## src/rtl/tta_rf_arb_pkg.sv

```systemverilog
// Shared defaults and small helpers for the TTA register-file write arbiters.
// Slice helpers work on a zero-extended bus so one function serves every width.
package tta_rf_arb_pkg;

    localparam int NREQ_DEF   = 4;
    localparam int DATA_W_DEF = 1;
    localparam int OPC_W_DEF  = 1;

    localparam int BUS_MAX   = 256;
    localparam int SLICE_MAX = 32;

    // Field idx of width w from a packed bus whose fields are laid out LSB-first.
    function automatic logic [SLICE_MAX-1:0] get_slice(input logic [BUS_MAX-1:0] vec,
                                                       input int unsigned idx,
                                                       input int unsigned w);
        logic [BUS_MAX-1:0]   sh;
        logic [SLICE_MAX-1:0] mask;
        sh   = vec >> (idx * w);
        mask = (SLICE_MAX'(1) << w) - SLICE_MAX'(1);
        return sh[SLICE_MAX-1:0] & mask;
    endfunction

    function automatic int unsigned rr_inc(input int unsigned g, input int unsigned n);
        return (g + 1 >= n) ? 0 : g + 1;
    endfunction

endpackage

```

## src/rtl/tta_rr_pick.sv

```systemverilog
// Combinational round-robin picker: first set request at or after rr, wrapping.
// Produces one-hot grant, binary index and an any-request flag.
module tta_rr_pick #(
    parameter  int N  = 4,
    localparam int IW = (N > 1) ? $clog2(N) : 1
) (
    input  logic [N-1:0]  req,
    input  logic [IW-1:0] rr,
    output logic [N-1:0]  gnt,
    output logic [IW-1:0] idx,
    output logic          any
);

    int unsigned p;

    always_comb begin
        gnt = '0;
        idx = '0;
        any = 1'b0;
        p   = 0;
        for (int off = 0; off < N; off++) begin
            p = (32'(rr) + 32'(off)) % 32'(N);
            if (!any && req[p[IW-1:0]]) begin
                any             = 1'b1;
                gnt[p[IW-1:0]]  = 1'b1;
                idx             = p[IW-1:0];
            end
        end
    end

endmodule

```

## src/rtl/tta_rf_wr_arbiter.sv

```systemverilog
// Serialises simultaneous write moves onto a single RF write port, one per
// cycle in round-robin order, holding the core via io_lock_req while a backlog exists.
module tta_rf_wr_arbiter
    import tta_rf_arb_pkg::*;
#(
    parameter int NREQ   = NREQ_DEF,
    parameter int DATA_W = DATA_W_DEF,
    parameter int OPC_W  = OPC_W_DEF
) (
    input  logic                     clk,
    input  logic                     reset,
    input  logic                     io_glock,
    input  logic [NREQ-1:0]          io_req_valid,
    input  logic [NREQ*OPC_W-1:0]    io_req_opcode,
    input  logic [NREQ*DATA_W-1:0]   io_req_data,
    output logic                     io_t1load,
    output logic [OPC_W-1:0]         io_t1opcode,
    output logic [DATA_W-1:0]        io_t1data,
    output logic                     io_lock_req,
    output logic                     io_waw,
    output logic                     io_err
);

    localparam int RR_W = (NREQ > 1) ? $clog2(NREQ) : 1;

    logic [NREQ-1:0]   pend_v_reg, pend_v_next;
    logic [OPC_W-1:0]  pend_opc_reg [NREQ];
    logic [DATA_W-1:0] pend_dat_reg [NREQ];
    logic [RR_W-1:0]   rr_reg, rr_next;
    logic              waw_reg, waw_next;
    logic              err_reg, err_next;

    logic [OPC_W-1:0]  req_opc [NREQ];
    logic [DATA_W-1:0] req_dat [NREQ];

    logic [NREQ-1:0]   pick_gnt;
    logic [RR_W-1:0]   pick_idx;
    logic              pick_any;
    logic              issue;
    logic              acc;
    logic              dup;

    for (genvar gi = 0; gi < NREQ; gi++) begin : g_unpack
        assign req_opc[gi] = OPC_W'(get_slice(BUS_MAX'(io_req_opcode), gi, OPC_W));
        assign req_dat[gi] = DATA_W'(get_slice(BUS_MAX'(io_req_data), gi, DATA_W));
    end

    tta_rr_pick #(.N(NREQ)) u_pick (
        .req (pend_v_reg),
        .rr  (rr_reg),
        .gnt (pick_gnt),
        .idx (pick_idx),
        .any (pick_any)
    );

    // Two or more pending bits: clearing the lowest set bit leaves something.
    assign io_lock_req = |(pend_v_reg & (pend_v_reg - NREQ'(1)));
    assign acc         = !io_glock && !io_lock_req;
    assign issue       = pick_any && !io_glock;
    assign io_waw      = waw_reg;
    assign io_err      = err_reg;

    always_comb begin
        io_t1load   = issue;
        io_t1opcode = '0;
        io_t1data   = '0;
        if (issue) begin
            io_t1opcode = pend_opc_reg[pick_idx];
            io_t1data   = pend_dat_reg[pick_idx];
        end
    end

    always_comb begin
        dup = 1'b0;
        for (int i = 0; i < NREQ; i++) begin
            for (int j = i + 1; j < NREQ; j++) begin
                if (io_req_valid[i] && io_req_valid[j] && req_opc[i] == req_opc[j]) begin
                    dup = 1'b1;
                end
            end
        end
    end

    // A new request on the slot being issued re-fills it, so set wins over clear.
    always_comb begin
        pend_v_next = pend_v_reg & ~(issue ? pick_gnt : '0);
        if (acc) begin
            pend_v_next = pend_v_next | io_req_valid;
        end
        rr_next  = issue ? RR_W'(rr_inc(32'(pick_idx), NREQ)) : rr_reg;
        waw_next = acc && dup;
        err_next = err_reg || ((|io_req_valid) && !acc);
    end

    always_ff @(posedge clk or posedge reset) begin
        if (reset) begin
            pend_v_reg <= '0;
            rr_reg     <= '0;
            waw_reg    <= 1'b0;
            err_reg    <= 1'b0;
        end else begin
            pend_v_reg <= pend_v_next;
            rr_reg     <= rr_next;
            waw_reg    <= waw_next;
            err_reg    <= err_next;
        end
    end

    always_ff @(posedge clk or posedge reset) begin
        if (reset) begin
            for (int i = 0; i < NREQ; i++) begin
                pend_opc_reg[i] <= '0;
                pend_dat_reg[i] <= '0;
            end
        end else if (acc) begin
            for (int i = 0; i < NREQ; i++) begin
                if (io_req_valid[i]) begin
                    pend_opc_reg[i] <= req_opc[i];
                    pend_dat_reg[i] <= req_dat[i];
                end
            end
        end
    end

endmodule

```

## config.mk

```make
export PLATFORM = sky130hd
export DESIGN_NAME = tta_rf_wr_arbiter
export DESIGN_NICKNAME = d
export VERILOG_FILES = /design/src/rtl/tta_rf_arb_pkg.sv /design/src/rtl/tta_rr_pick.sv /design/src/rtl/tta_rf_wr_arbiter.sv
export SDC_FILE = /design/constraint.sdc
export NUM_CORES = 1
export LEC_CHECK = 0
export ABC_AREA = 1
export BUFFER_PORTS_ARGS = -buffer_cell sky130_fd_sc_hd__buf_4
export CORE_MARGIN = 2
export CORE_UTILIZATION = 56
export DETAILED_ROUTE_END_ITERATION = 16
export PLACE_DENSITY = 0.79
export SLEW_MARGIN = 20
export SYNTH_ARGS = -nofsm -noshare
export SYNTH_HDL_FRONTEND = slang
export SYNTH_SLANG_ARGS = --single-unit
```

## constraint.sdc

```tcl
create_clock -name clk -period 2.7 [get_ports clk]
set_input_delay 0.135 -clock clk [delete_from_list [all_inputs] [get_ports clk]]
set_output_delay 0.135 -clock clk [all_outputs]
set_load 0.03 [all_outputs]
```

# Yosys cells after proc, flatten, opt, wreduce, memory -nomap -nowiden
# Cells that the tools add are included.
word_totals:
  register_bits: 16
  input_bits: 15
  output_inout_bits: 6
  elab_cells: 122
classes:
  addsub: 5
  n_lt_le_gt_ge: 10
  eq_ne: 6
  muxes: 45
  bitwise: 8
  n_reduce_logical: 36
ops:
  columns: ["op", "count"]
  rows:
  - ["two-way mux 1 bit", 24]
  - ["two-way mux 4 bit", 6]
  - ["logical AND 1 bit", 23]
  - ["bitwise OR 4 bit", 4]
  - ["binary-select mux 1 bit (select 2 bit)", 6]
  - ["less-than comparator 2 x 3 -> 1 bit, second input constant", 4]
  - ["two-way mux 2 bit", 5]
  - ["AND 4 bit", 2]
  - ["demux 1 bit (select 2 bit)", 4]
  - [">= comparator 2 x 1 -> 1 bit, second input constant", 4]
  - ["AND reduction 2 bit", 4]
  - ["OR reduction 4 bit", 2]
  - ["== test 1 bit", 6]
  - [">= comparator 3 bit, second input constant", 2]
  - ["logical NOT 1 bit", 6]
  - ["adder 2 bit, second input constant", 2]
  - ["inverter 4 bit", 1]
  - ["subtractor 4 x 1 -> 4 bit, second input constant", 1]
  - ["adder 2 x 1 -> 3 bit, second input constant", 1]
  - ["inverter 2 -> 3 bit", 1]
  - ["adder 2 x 1 -> 2 bit, second input constant", 1]
  - ["logical OR 1 bit", 1]

# Longest topological paths before layout
depth:
  depth_word: 18
  mapped_depth: 14
  depth_no_buf: 13

# Cells and area by module
# A second synthesis with hierarchy kept.
hier_totals:
  cells_unflattened: 205
  hier_area_um2: 1352.5
by_module_without_submodules:
  columns: ["mod", "n_inst", "cells_each", "area_each_um2", "seq_area_each_um2"]
  rows:
  - ["tta_rf_wr_arbiter", 1, 131, 912.1, 400.4]
  - ["tta_rr_pick", 1, 74, 440.4, 0.0]

# Least setup slack after synthesis
# Ideal clock, no wire load.
synth_timing:
  kind: "flip-flop to output port"
  start: "register rr_reg[0]"
  end: "output io_t1data"
  arrival_time_ps: 2169
  t_required_ps: 2565
  path_slack_ps: 396
  stages_incl_launch_ff: 13
  cell_sequence: "dfrtp_1 > inv_2 > ha_1 > inv_1 > nand2_2 > nand2_4 > nor2_8 > nand2_2 > nor2_4 > nor2_1 > nor2_2 > nand3_1 > a21oi_2"
synth_via:
  elab_chain_cells: 17
  elab_cells_between_ends: 31
  classes_between: "add/sub (3); mux (20); bitwise (1); reduce/logical (7)"
synth_rtl:
  columns: ["element", "line_no", "rtl"]
  rows:
  - ["start, declared", "tta_rf_wr_arbiter.sv:29", "logic [RR_W-1:0] rr_reg, rr_next;"]
  - ["start signal, assigned", "tta_rf_wr_arbiter.sv:103", "rr_reg <= rr_next;"]
  - ["branches (longest 16 deep; another with adder 2 x 1 -> 2 bit)", null, null]
  - ["two-way mux 1 bit *", "tta_rf_wr_arbiter.sv:67", "if (issue) begin"]
  - ["end, declared", "tta_rf_wr_arbiter.sv:18", "output logic [DATA_W-1:0] io_t1data,"]
# Mark *: on every way between the ends. The select of a mux whose other input is x is not followed.

# Worst setup path after layout
layout_timing:
  start: "register rr_reg[1]"
  end: "output io_t1opcode"
layout_via:
  elab_chain_cells: 17
  elab_cells_between_ends: 31
  classes_between: "add/sub (3); mux (20); bitwise (1); reduce/logical (7)"
layout_rtl:
  columns: ["element", "line_no", "rtl"]
  rows:
  - ["branches (longest 16 deep; another with adder 2 x 1 -> 2 bit)", null, null]
  - ["two-way mux 1 bit *", "tta_rf_wr_arbiter.sv:67", null]
  - ["end, declared", "tta_rf_wr_arbiter.sv:17", "output logic [OPC_W-1:0] io_t1opcode,"]
# Marked as above.

==> results.py <==
metrics = {
    "status": {
        "outcome": "finished clean",
    },
    "min_path": {
        "hold_path_class": "input pin to register",
        "hp-start": "io_req_data[3]",
        "whs_endpoint": "pend_dat_reg[0]",
        "hold_depth": 3,
    },
    "place": {
        "placed_area_mm2": 0.001562,
        "io_buffers": 20,
        "gp_congestion": 0.8624,
        "dpl.hpwl_mm": 2.725,
        "pre_cts_slack_ps": 279.6,
    },
    "floorplanning": {
        "die-width_um": 53.51,
        "io_pins": 21,
        "core_area_mm2": 0.002255,
        "rows": 17,
        "die_area_mm2": 0.002863,
        "start_util_pct": 60.88,
        "die_y_um": 53.51,
    },
    "global_routing": {
        "grt_pass1_wl_mm": 5.637,
        "antenna_found_initial": 0,
        "grt_max_degree": 17,
        "grt.overflow.total": 0,
        "grt_pass1_vias": 1244,
        "grt_usage_pct": 27.51,
    },
    "critical_path": {
        "cp_cell_sequence": "inv_1 > ha_4 > inv_1 > nand2_2 > nand2_4 > nor2_8 > nand2_2 > nor2_4 > nor2_1 > nor2_2 > nand3_1 > a21oi_2 > buf_4",
        "critPathKind": "register to output port",
        "reg2reg_from": "rr_reg[1]",
        "cp_max_fo": 8,
        "slowest_stage": "dfrtp_2",
        "rrSetupSlack_ps": 610,
        "critical_path_required_ps": 2570,
        "rr_worst_depth": 12,
        "cp.arrival_ps": 2400,
        "crit_path_start_kind": "register",
        "endpoint_kind": "output port",
        "r2r_end": "pend_v_reg[1]",
        "critPathTopFamily": "simple AND/OR/NAND/NOR gates",
        "max_stage_delay_ps": 430,
        "critPathBufInv": 3,
    },
    "sta": {
        "timing.final.ws_setup_ps": 169.6,
        "slew_headroom_pct": 59.11,
        "setup_violations": 0,
        "layout_min_cycle_time_ps": 2530,
        "slew_viol_final": 0,
        "fmax_mhz": 395.2,
        "finalCritPeriodShare_pct": 93.72,
        "worst_pin_slew_ps": 612.6,
        "finalHoldViolations": 0,
        "skew_ps": 2.281,
    },
    "layout": {
        "drive_gt1_share_pct": 25.34,
        "fin_nets": 245,
        "multi_input_area_um2": 860.8,
        "n_fill_cell": 180,
        "areaGrowthSynthToFinish_pct": 20.24,
        "fin_area_mm2": 0.001650,
        "antenna_cells": 0,
        "register_area_um2": 402.9,
    },
    "clock_tree": {
        "h-tree-depth": 1,
        "cts-root-buf": "clkbuf_4",
        "cts_inserted_buffers": 3,
        "clkSinkCount": 16,
        "cts_buffer_depth": 2,
        "insertion_delay_ps": 300,
        "path_clk_slew_ps": 100,
        "cts_tree": "done",
    },
    "drt": {
        "drtPass1Iterations": 4,
        "vias": 1379,
        "wl_per_cell_um": 13.76,
        "wirelength_mm": 3.426,
        "drc": 0,
        "drtIter0Drc": 61,
        "vias_per_cell": 5.538,
        "ant_nets": 0,
    },
    "synthesis": {
        "syn_area_per_cell_um2": 7.149,
        "yosysTopAreaCellShare_pct": 29.17,
        "yosys.cell_count.top_type": "nand2_1",
        "ys.warnings.count": 0,
        "synth_common_cells": "nand2_1 (51), inv_1 (27), nand3_1 (20)",
        "yosys-top-cells-area": "dfrtp_1 (29%), nand2_1 (14%), inv_1 (7.4%), ha_1 (7.3%), nand3_1 (7.3%)",
        "synth_top_area_cell": "dfrtp_1",
        "synth-seq-cells": 16,
        "synth_area_mm2": 0.001373,
        "synthCells": 192,
        "synth-seq-area-share_pct": 29.17,
        "synth_cell_types": 33,
        "synth_nets": 215,
        "async_flop_share_pct": 100.0,
        "synth_edf_count": 0,
        "synth_flop_cell": "dfrtp_1",
    },
    "run": {
        "max_cap_violations": 0,
    },
}
[worst max-delay path by stage]
stage | start | to | slack [ps] | cells after the start
after floorplan | rr_reg[0] | io_t1data | 400 | 12
after global placement | rr_reg[0] | io_t1opcode | 320 | 13
after detailed placement | rr_reg[0] | io_t1opcode | 280 | 13
after CTS | rr_reg[0] | io_t1opcode | 50 | 13
after global routing | rr_reg[1] | io_t1opcode | -30 | 13
final | rr_reg[1] | io_t1opcode | 170 | 13
[layout by cell type, fill, tap and decap left out, types with 2 or more instances in the layout]
master | Yosys | layout
o21bai_1 | 2 | 2
a21oi_1 | 8 | 8
nor2_1 | 10 | 10
a21oi_2 | 2 | 2
a22oi_1 | 3 | 3
dfrtp_1 | 16 | 14
buf_4 | 0 | 25
o22ai_1 | 2 | 2
ha_1 | 8 | 7
o21ai_1 | 3 | 3
o21ai_0 | 4 | 4
nand3_2 | 3 | 4
nand4_1 | 5 | 5
nand3_1 | 20 | 19
nand2_2 | 7 | 7
dfrtp_2 | 0 | 2
a22o_1 | 2 | 2
nand2_4 | 3 | 3
inv_1 | 27 | 27
inv_2 | 2 | 2
nand2_1 | 51 | 51
clkbuf_4 | 0 | 3
[worst min-delay path: cells and delay by family]
kind	cells	cell delay, ps
AO/OA/AOI/OAI	1	100
buffers and inverters	1	80
AND/OR/NAND/NOR	1	30
[per-layer routing]
metal | GRT usage (%) | share of wire (%)
met4 | 6.410 | 0.41
met1 | 38.38 | 45
met5 | 0 | 0
met2 | 43.83 | 47
met3 | 5.367 | 8.0
[kinds of logic (layout without fill, tap and decap cells)]
group / count (synthesis) / in the layout / synth area share, %
and+or+nand+nor: 106 / 106 / 39.56
adders and majority gates: 8 / 8 / 7.293
DFF: 16 / 16 / 29.17
AOI/OAI and AO/OA: 31 / 31 / 14.59
buffers and inverters: 31 / 60 / 9.390
[stage by stage]
stage	instances	util [%]	TNS [ps]	hold slack [ps]
3_3_place_gp	241	69.26	0	236.7
3_5_place_dp	241	69.26	0	245.9
5_1_grt	249	73.20	-26.29	75.48
2_1_floorplan	192	-	0	48.74
6_report	249	73.20	0	84.11
4_1_cts	246	71.42	0	75.18
[area by class of cell]
| cell class | instances | share of cell area, % |
|---|---|---|
| tap | 28 | 2.123 |
| multi-input combinational | 145 | 52.16 |
| inverter | 30 | 7.127 |
| sequential | 16 | 24.41 |
| timing repair buffer | 26 | 11.98 |
| clock buffer | 4 | 2.199 |
[what timing repair did]
action,CTS,global route
hold endpoints to repair,16,0
pin swaps,0,0
gates resized for setup,2,3
hold buffers,1,0
setup endpoints to repair,2,3
setup buffers,0,3
Power is not shown: default switching activity piles up to over one toggle a cycle in this logic, so the estimate is an artifact.
